**src/rtl/rom_arbiter_pkg.sv**
```systemverilog
// Shared constants and state encoding for the flash ROM read-port arbiter.
package rom_arb_pkg;
  localparam int ROM_AW    = 21;
  localparam int ROM_DW    = 32;
  localparam int TIMEOUT_W = 6;

  typedef enum logic [1:0] {
    IDLE = 2'd0,
    BUSY = 2'd1,
    DONE = 2'd2
  } state_e;
endpackage

```
**src/rtl/rom_arbiter_if.sv**
```systemverilog
// Requester-side bus of the ROM arbiter: N_REQ strobed word-read ports sharing one data/ack return.
// Handshake: a requester raises req_stb[i] with req_we[i]/req_addr[i] stable and holds them until
// req_ack[i] pulses for one cycle; req_err qualifies that pulse and req_data is valid only with it.
interface rom_arbiter_if #(
  parameter int N_REQ = 2
);
  import rom_arb_pkg::*;

  logic [N_REQ-1:0]        req_stb;
  logic [N_REQ-1:0]        req_we;
  logic [N_REQ*ROM_AW-1:0] req_addr;
  logic [ROM_DW-1:0]       req_data;
  logic [N_REQ-1:0]        req_ack;
  logic                    req_err;

  modport master (
    output req_stb, req_we, req_addr,
    input  req_data, req_ack, req_err
  );

  modport slave (
    input  req_stb, req_we, req_addr,
    output req_data, req_ack, req_err
  );
endinterface

```
**src/rtl/rom_arbiter_rr.sv**
```systemverilog
// Combinational round-robin picker: first active request at or after ptr, wrapping around.
module rr_arbiter #(
  parameter  int N_REQ = 2,
  localparam int IW    = (N_REQ > 1) ? $clog2(N_REQ) : 1
) (
  input  logic [N_REQ-1:0] req,
  input  logic [IW-1:0]    ptr,
  output logic [N_REQ-1:0] grant,
  output logic [IW-1:0]    idx,
  output logic             valid
);
  always_comb begin
    idx   = '0;
    valid = 1'b0;
    // Upper segment [ptr..N_REQ-1] has priority, then wrap to [0..ptr-1].
    for (int j = 0; j < N_REQ; j++) begin
      if (!valid && req[j] && (j >= int'(ptr))) begin
        valid = 1'b1;
        idx   = IW'(j);
      end
    end
    for (int j = 0; j < N_REQ; j++) begin
      if (!valid && req[j]) begin
        valid = 1'b1;
        idx   = IW'(j);
      end
    end
    grant = valid ? (N_REQ'(1) << idx) : '0;
  end
endmodule

```
**src/rtl/rom_arbiter.sv**
```systemverilog
// Round-robin sharing of the single flash ROM read port, with write rejection and ack watchdog.
// Optional 1-entry line buffer enabled by defining ROM_ARB_LINEBUF_EN.
module rom_arbiter
  import rom_arb_pkg::*;
#(
  parameter int N_REQ   = 2,
  parameter int TIMEOUT = 63
) (
  input  logic              clk,
  input  logic              rst_n,
  rom_arbiter_if.slave      bus,
  output logic              rom_stb,
  output logic              rom_we,
  output logic [ROM_AW-1:0] rom_addr,
  input  logic [ROM_DW-1:0] rom_data,
  input  logic              rom_ack,
  input  logic              flush,
  output logic [1:0]        dbg_state
);
  localparam int IW = (N_REQ > 1) ? $clog2(N_REQ) : 1;

  localparam logic [1:0] S_IDLE = IDLE;
  localparam logic [1:0] S_BUSY = BUSY;
  localparam logic [1:0] S_DONE = DONE;

  logic [1:0]           state;
  logic [IW-1:0]        ptr;
  logic [N_REQ-1:0]     win_oh;
  logic [TIMEOUT_W-1:0] count;

  logic [N_REQ-1:0]     gnt_oh;
  logic [IW-1:0]        gnt_idx;
  logic                 gnt_valid;
  logic [IW-1:0]        ptr_nxt;
  logic [ROM_AW-1:0]    win_addr;
  logic                 win_we;
  logic                 buf_hit;
  logic [ROM_DW-1:0]    hit_data;
  logic                 rom_load;

  rr_arbiter #(.N_REQ(N_REQ)) u_rr (
    .req   (bus.req_stb),
    .ptr   (ptr),
    .grant (gnt_oh),
    .idx   (gnt_idx),
    .valid (gnt_valid)
  );

  always_comb begin
    win_addr = '0;
    win_we   = 1'b0;
    for (int j = 0; j < N_REQ; j++) begin
      if (gnt_oh[j]) begin
        win_addr = bus.req_addr[j*ROM_AW +: ROM_AW];
        win_we   = bus.req_we[j];
      end
    end
  end

  assign ptr_nxt   = (gnt_idx == IW'(N_REQ - 1)) ? '0 : gnt_idx + IW'(1);
  assign rom_load  = (state == S_BUSY) && rom_ack;
  assign rom_we    = 1'b0;
  assign dbg_state = state;

`ifdef ROM_ARB_LINEBUF_EN
  logic              buf_valid;
  logic [ROM_AW-1:0] buf_addr;
  logic [ROM_DW-1:0] buf_data;

  assign buf_hit  = buf_valid && (buf_addr == win_addr);
  assign hit_data = buf_data;

  // Flush takes priority over a load in the same cycle.
  always_ff @(posedge clk or negedge rst_n) begin
    if (!rst_n) begin
      buf_valid <= 1'b0;
      buf_addr  <= '0;
      buf_data  <= '0;
    end else begin
      if (rom_load) begin
        buf_addr <= rom_addr;
        buf_data <= rom_data;
      end
      if (flush)         buf_valid <= 1'b0;
      else if (rom_load) buf_valid <= 1'b1;
    end
  end
`else
  logic unused_flush;
  assign unused_flush = flush;
  assign buf_hit      = 1'b0;
  assign hit_data     = '0;
`endif

  always_ff @(posedge clk or negedge rst_n) begin
    if (!rst_n) begin
      state        <= S_IDLE;
      ptr          <= '0;
      win_oh       <= '0;
      count        <= '0;
      rom_stb      <= 1'b0;
      rom_addr     <= '0;
      bus.req_ack  <= '0;
      bus.req_err  <= 1'b0;
      bus.req_data <= '0;
    end else begin
      case (state)
        S_IDLE: begin
          if (gnt_valid) begin
            ptr    <= ptr_nxt;
            win_oh <= gnt_oh;
            if (win_we) begin
              state        <= S_DONE;
              bus.req_ack  <= gnt_oh;
              bus.req_err  <= 1'b1;
              bus.req_data <= '0;
            end else if (buf_hit) begin
              state        <= S_DONE;
              bus.req_ack  <= gnt_oh;
              bus.req_err  <= 1'b0;
              bus.req_data <= hit_data;
            end else begin
              state    <= S_BUSY;
              rom_stb  <= 1'b1;
              rom_addr <= win_addr;
              count    <= '0;
            end
          end
        end
        S_BUSY: begin
          count <= count + TIMEOUT_W'(1);
          // A real ack beats a coincident timeout.
          if (rom_ack) begin
            state        <= S_DONE;
            rom_stb      <= 1'b0;
            bus.req_ack  <= win_oh;
            bus.req_err  <= 1'b0;
            bus.req_data <= rom_data;
          end else if (count == TIMEOUT_W'(TIMEOUT)) begin
            state        <= S_DONE;
            rom_stb      <= 1'b0;
            bus.req_ack  <= win_oh;
            bus.req_err  <= 1'b1;
            bus.req_data <= '0;
          end
        end
        S_DONE: begin
          state       <= S_IDLE;
          bus.req_ack <= '0;
          bus.req_err <= 1'b0;
        end
        default: state <= S_IDLE;
      endcase
    end
  end
endmodule

```
**src/flat_wrapper.sv**
```systemverilog
// flat-port wrapper written by rule: the top's interface ports become plain ports
module rom_arbiter_flat import rom_arb_pkg::*;
#(
  parameter int N_REQ   = 2,
  parameter int TIMEOUT = 63
)
  (clk, rst_n, rom_stb, rom_we, rom_addr, rom_data, rom_ack, flush, dbg_state, bus_req_stb, bus_req_we, bus_req_addr, bus_req_data, bus_req_ack, bus_req_err);
  rom_arbiter_if #(.N_REQ(N_REQ)) bus_i ();
  input  logic clk;
  input  logic rst_n;
  output logic rom_stb;
  output logic rom_we;
  output logic [ROM_AW-1:0] rom_addr;
  input  logic [ROM_DW-1:0] rom_data;
  input  logic rom_ack;
  input  logic flush;
  output logic [1:0] dbg_state;
  input wire logic [$bits(bus_i.req_stb)-1:0] bus_req_stb;
  input wire logic [$bits(bus_i.req_we)-1:0] bus_req_we;
  input wire logic [$bits(bus_i.req_addr)-1:0] bus_req_addr;
  output wire logic [$bits(bus_i.req_data)-1:0] bus_req_data;
  output wire logic [$bits(bus_i.req_ack)-1:0] bus_req_ack;
  output wire logic [$bits(bus_i.req_err)-1:0] bus_req_err;
  assign bus_i.req_stb = bus_req_stb;
  assign bus_i.req_we = bus_req_we;
  assign bus_i.req_addr = bus_req_addr;
  assign bus_req_data = bus_i.req_data;
  assign bus_req_ack = bus_i.req_ack;
  assign bus_req_err = bus_i.req_err;
  rom_arbiter #(.N_REQ(N_REQ), .TIMEOUT(TIMEOUT)) u_core (.clk(clk), .rst_n(rst_n), .bus(bus_i), .rom_stb(rom_stb), .rom_we(rom_we), .rom_addr(rom_addr), .rom_data(rom_data), .rom_ack(rom_ack), .flush(flush), .dbg_state(dbg_state));
endmodule
```
**config.mk**
```make
export PLATFORM = sky130hd
export DESIGN_NAME = rom_arbiter_flat
export DESIGN_NICKNAME = d
export VERILOG_FILES = /design/src/rtl/rom_arbiter_pkg.sv /design/src/rtl/rom_arbiter_if.sv /design/src/rtl/rom_arbiter_rr.sv /design/src/rtl/rom_arbiter.sv /design/src/flat_wrapper.sv
export SDC_FILE = /design/constraint.sdc
export NUM_CORES = 1
export LEC_CHECK = 0
export ABC_AREA = 1
export ABC_CLOCK_PERIOD_IN_PS = 2400
export CORE_MARGIN = 3
export CORE_UTILIZATION = 29
export DETAILED_ROUTE_END_ITERATION = 6
export PLACE_DENSITY = 0.65
export SKIP_LAST_GASP = 1
export SLEW_MARGIN = 40
export SYNTH_ARGS = -nofsm -noshare
export SYNTH_HDL_FRONTEND = slang
export SYNTH_SLANG_ARGS = --single-unit
```
**constraint.sdc**
```tcl
create_clock -name clk -period 2.4 [get_ports clk]
set_input_delay 0.48 -clock clk [delete_from_list [all_inputs] [get_ports clk]]
set_output_delay 0.48 -clock clk [all_outputs]
set_load 0.05 [all_outputs]
```
# Word-level counts from Yosys, hierarchy flattened
# Cells that the tools add are included.
# classes
bitwise	1
n_addsub	2
n_shift	1
magnitude_cmp	1
n_eq_ne	7
muxes	41
reduce_logical	17
# op_table
operator	n
two-way mux 32 bit	4
one-hot mux 32 bit (2 select lines)	1
two-way mux 21 bit	2
two-way mux 1 bit	18
two-way mux 2 bit	9
two-way mux 6 bit	2
one-hot mux 6 bit (2 select lines)	1
AND reduction 4 bit	3
adder 6 x 1 -> 6 bit (second input constant)	1
equality test 6 bit (second input constant)	1
one-hot mux 2 bit (3 select lines)	1
AND reduction 3 bit	2
logical AND 1 bit	4
inequality test 2 x 1 -> 1 bit (second input constant)	2
one-hot mux 2 bit (2 select lines)	1
AND reduction 2 bit	2
logical NOT 1 bit	3
inequality test 3 bit (second input constant)	1
one-hot mux 1 bit (3 select lines)	1
nonzero test 3 bit	1
equality test 2 x 1 -> 1 bit (second input constant)	1
equality test 2 bit (second input constant)	1
logical NOT 2 bit	1
inequality test 2 bit (second input constant)	1
6 further kinds	6
# totals
out_inout_bits	60
reg_bits	68
input_bits	82
word_cells	79

# Logic depth before layout (Yosys ltp)
# logic_depth
ltp_word	19
mapped_depth	11

# Modules after synthesis
# A second synthesis with hierarchy kept.
# hier_totals
cells_unflattened	426
area_unflattened_um2	3472.1
# modules_own_cells
mod	n_inst	area_per_inst_um2	cells_per_inst
rom_arbiter	1	3442.1	419
rr_arbiter	1	30.0	7

# Least setup slack after synthesis
# No wires, ideal clock.
# synth_path
path_kind	reg2reg
startpoint	register u_core.state[0], in the netlist u_core.dbg_state[0]
endpoint	register u_core.bus.req_data[0]
path_stages_with_launch	11
n_path_buf	3
path_slack_ns	0.434
t_arrival_ns	1.847
cell_sequence	dfrtp_1 ha_1 buf_4 inv_4 or2_4 nor2_4 nor2_4 buf_6 buf_6 nand4_1 nand2_1
# synth_between
elab_chain_cells	3
elab_cells_between_ends	8
# synth_rtl
item	line	rtl
from (decl)	rom_arbiter.sv:26	logic [1:0] state;
from (signal assigned)	rom_arbiter.sv:97	state <= S_IDLE;
from (signal assigned)	rom_arbiter.sv:113	state <= S_DONE;
from (signal assigned)	rom_arbiter.sv:118	state <= S_DONE;
equality test 2 x 1 -> 1 bit or logical NOT 2 bit (tied branches)	--	
inequality test 3 bit (no line) (tied with other cells)	--	
AND reduction 4 bit (no line)	--	
to (signal assigned)	rom_arbiter.sv:121	bus.req_data <= hit_data;
to (signal assigned)	rom_arbiter.sv:138	bus.req_data <= rom_data;
to (decl)	rom_arbiter_if.sv:23	output req_data, req_ack, req_err
# Several ways; a longest one is shown, not always the timed one.
# A chain may end at the register's enable or synchronous reset.

# Final worst setup path
# layout_path
startpoint	register u_core.state[0], in the netlist u_core.dbg_state[0]
endpoint	register u_core.bus.req_ack[1]
# layout_between
elab_chain_cells	3
elab_cells_between_ends	9
# layout_rtl
item	line	rtl
equality test 2 x 1 -> 1 bit (tied with other cells)	--	
inequality test 3 bit (no line) (tied with other cells)	--	
AND reduction 4 bit (no line)	--	
to (signal assigned)	rom_arbiter.sv:114	bus.req_ack <= gnt_oh;
to (signal assigned)	rom_arbiter.sv:119	bus.req_ack <= gnt_oh;
to (signal assigned)	rom_arbiter.sv:136	bus.req_ack <= win_oh;
to (decl)	rom_arbiter_if.sv:23	
# Several ways; a longest one is shown, not always the timed one.

==> flow_summary.yaml <==
setup_path:
  critPathMaxStageDelay_ns: 0.41
  reg2reg_from: "u_core.dbg_state[0]"
  critPathKind: "flop to flop"
  crit_arrival_ns: 2.31
  slowest_stage: "dfrtp_1"
  reg2reg_depth: 9
  path_depth: 9
  crit_chain: "inv_1, ha_1, inv_1, nor2_1, nor2_4, buf_4, nand3_1, nand2_1, nand2_1"
  endpoint_kind: "flop"
  r2r_end: "u_core.bus.req_ack[1]"
  required_ns: 2.61
  critPathBufInv: 3
  crit_family: "simple AND/OR/NAND/NOR gates"
  start_kind: "flop"
  rrSetupSlack_ns: 0.30
  worst-path-max-fanout: 20
power:
  power_frac_comb_pct: 55.1
  vdd_drop_max_v: 0.0005757
  p_leak_nw: 2.844
  internal_power_mw: 3.973
  p_sw_mw: 3.590
  power.share.sequential_pct: 24.7
  powerDensity_mw_per_mm2: 1376
  switching_share_pct: 47.47
  clkPwrFrac_pct: 20.3
timing:
  fin_tns_setup_ns: 0
  worstMarginPinSlew_ns: 0.5407
  finalWorstPathRequiredPeriod_ns: 2.097
  rsz0062_at_grt: "no"
  post-route-period-util_pct: 87.38
  slew_headroom_pct: 63.84
  setup_violations: 0
  finalHoldViolations: 0
  fmax_ghz: 0.4769
  timing.hold.ws_ns: 0.1753
  finalMaxSlewViolations: 0
  fin_ws_ns: 0.3030
  fin_worst_skew_ns: 0.006217
cells_and_area:
  n_fill_cell: 1165
  layout_commonest_cell: "nand2_1"
  regArea_mm2: 0.001702
  stdcell_area_mm2: 0.005494
  n_antenna_cell: 0
  syn2layout_area_growth_pct: 53.48
  drive_gt1_share_pct: 7.325
  multi_input_area_mm2: 0.001534
  final_cells: 792
  fin_nets: 709
  final_cell_mix: "nand2_1, clkdlybuf4s50_1, dfrtp_1"
clock_network:
  clk_pin_slew_ns: 0.06
  clockRootBuffer: "clkbuf_16"
  cts_buffer_depth: 2
  tritoncts: "done"
  cts_buffers: 9
  cts-resized-gates: 0
  numClockSinks: 68
  cts_setup_buffers: 0
  hold_buffers: 0
  clk_latency_ns: 0.32
  cts_max_level: 3
global_routing:
  gr-total-overflow: 0
  grt_pass1_wl_um: 15970
  grt_pass1_vias: 3444
  grt_usage_pct: 14.59
  antenna_found_initial: 0
  grt_max_degree: 69
synthesis:
  yosysSeqAreaShare_pct: 47.54
  netlist_area_mm2: 0.003580
  ys.warnings.count: 0
  synth_nets: 572
  avgSynthCellArea_um2: 7.366
  async_flop_share_pct: 100.0
  ys_seq_elements: 68
  synth_cells: 486
  ys_types: 26
  ys.flop_type: "dfrtp_1"
  synth-edff-count: 0
detailed_routing:
  drc: 0
  firstDrtPassIters: 5
  wl_per_cell_um: 12.43
  ant_nets: 0
  drt-total-wl_um: 9847
  drtIter0Drc: 364
  dr_total_vias: 3473
  vias_per_cell: 4.385
die:
  io_pins: 142
  num_rows: 39
  die_area_mm2: 0.01371
  dieWidth_um: 117.1
  start_util_pct: 30.44
  die_y_um: 117.1
  coreArea_mm2: 0.01176
placement:
  place_area_mm2: 0.005142
  dp.cells: 776
  io_buffers: 139
  gp_congestion: 0.7932
  dp_hpwl_um: 7112
  pre_cts_slack_ns: 0.08535
hold_path:
  hp-class: "input pin to async pin"
run:
  drv_cap: 0
outcome:
  status: "finished clean"
-- kinds of logic (layout without fill, tap and decap cells) --
logic type	count (synthesis)	in the layout	synth area share (%)
and+or+nand+nor	328	328	39.50
adders and majority gates	4	4	1.398
other	1	1	0.1048
xor gates and xnor gates	3	3	0.7341
AOI/OAI and AO/OA	5	5	1.119
buffers and inverters	77	219	9.612
DFF	68	68	47.54
-- routing by layer --
metal  track usage, %  vias to the layer above  wire length, um
met5                0                        -                0
met4            5.734                        0               40
met3            4.010                        2              918
met2            23.63                      138             4471
met1            18.56                     1546             4416
li1                 -                     1787                -
-- worst max-delay path by stage --
stage / from / end / slack, ns
final: u_core.dbg_state[0] / u_core.bus.req_ack[1] / 0.30
after floorplan: u_core.dbg_state[0] / u_core.bus.req_data[0] / 0.43
after global placement: bus_req_stb[1] / u_core.bus.req_ack[1] / 0.11
after detailed placement: bus_req_stb[1] / u_core.bus.req_ack[1] / 0.09
after CTS: u_core.dbg_state[0] / u_core.bus.req_ack[1] / 0.26
after global routing: u_core.dbg_state[0] / u_core.bus.req_ack[0] / 0.08
-- power groups by stage --
stage | sequential, mW | clock (mW) | combinational (mW)
2_1_floorplan | 3.25 | 0 | 1.42
3_3_place_gp | 1.87 | 0 | 4.16
3_5_place_dp | 1.88 | 0 | 4.19
4_1_cts | 1.87 | 1.58 | 4.20
5_1_grt | 1.93 | 1.63 | 4.49
6_report | 1.87 | 1.53 | 4.16
-- sequential cells by signal (all words and copies together), names as in the netlist --
name	flops
u_core.bus.req_data	32
u_core.rom_addr	21
u_core.count	6
u_core.bus.req_ack	2
u_core.dbg_state	2
u_core.win_oh	2
u_core.bus.req_err	1
u_core.ptr	1
u_core.rom_stb	1
-- final cells by class --
class / count / share of cell area [%]
repair buffers: 155 / 27.65
clock buffers: 12 / 4.669
flip-flops and latches: 68 / 30.97
clock inverters: 4 / 1.731
inverters: 48 / 3.325
multi-input cells: 341 / 27.92
well taps: 164 / 3.735
-- through the flow --
stage               power [mW]  utilization, %
floorplan                4.664               -
global placement         6.024           43.73
detailed placement       6.071           43.73
CTS                      7.648           46.72
global route             8.050           46.72
finish                   7.562           46.72
-- Yosys cell counts (2+ instances only) --
master	instances	area share, %
nand2_1	210	22
dfrtp_1	68	48
inv_1	43	4.5
nor2_1	42	4.4
nand4_1	37	6.5
nand3_1	31	4.3
clkbuf_1	11	1.2
buf_2	9	1.3
buf_4	5	1.0
ha_1	4	1.4
inv_2	4	0.42
buf_6	3	0.94
nand2_2	2	0.35
nand3_2	2	0.56
nor2_4	2	0.63
o21ai_0	2	0.28
xor2_1	2	0.49
Power figures use the tool's default switching activity.
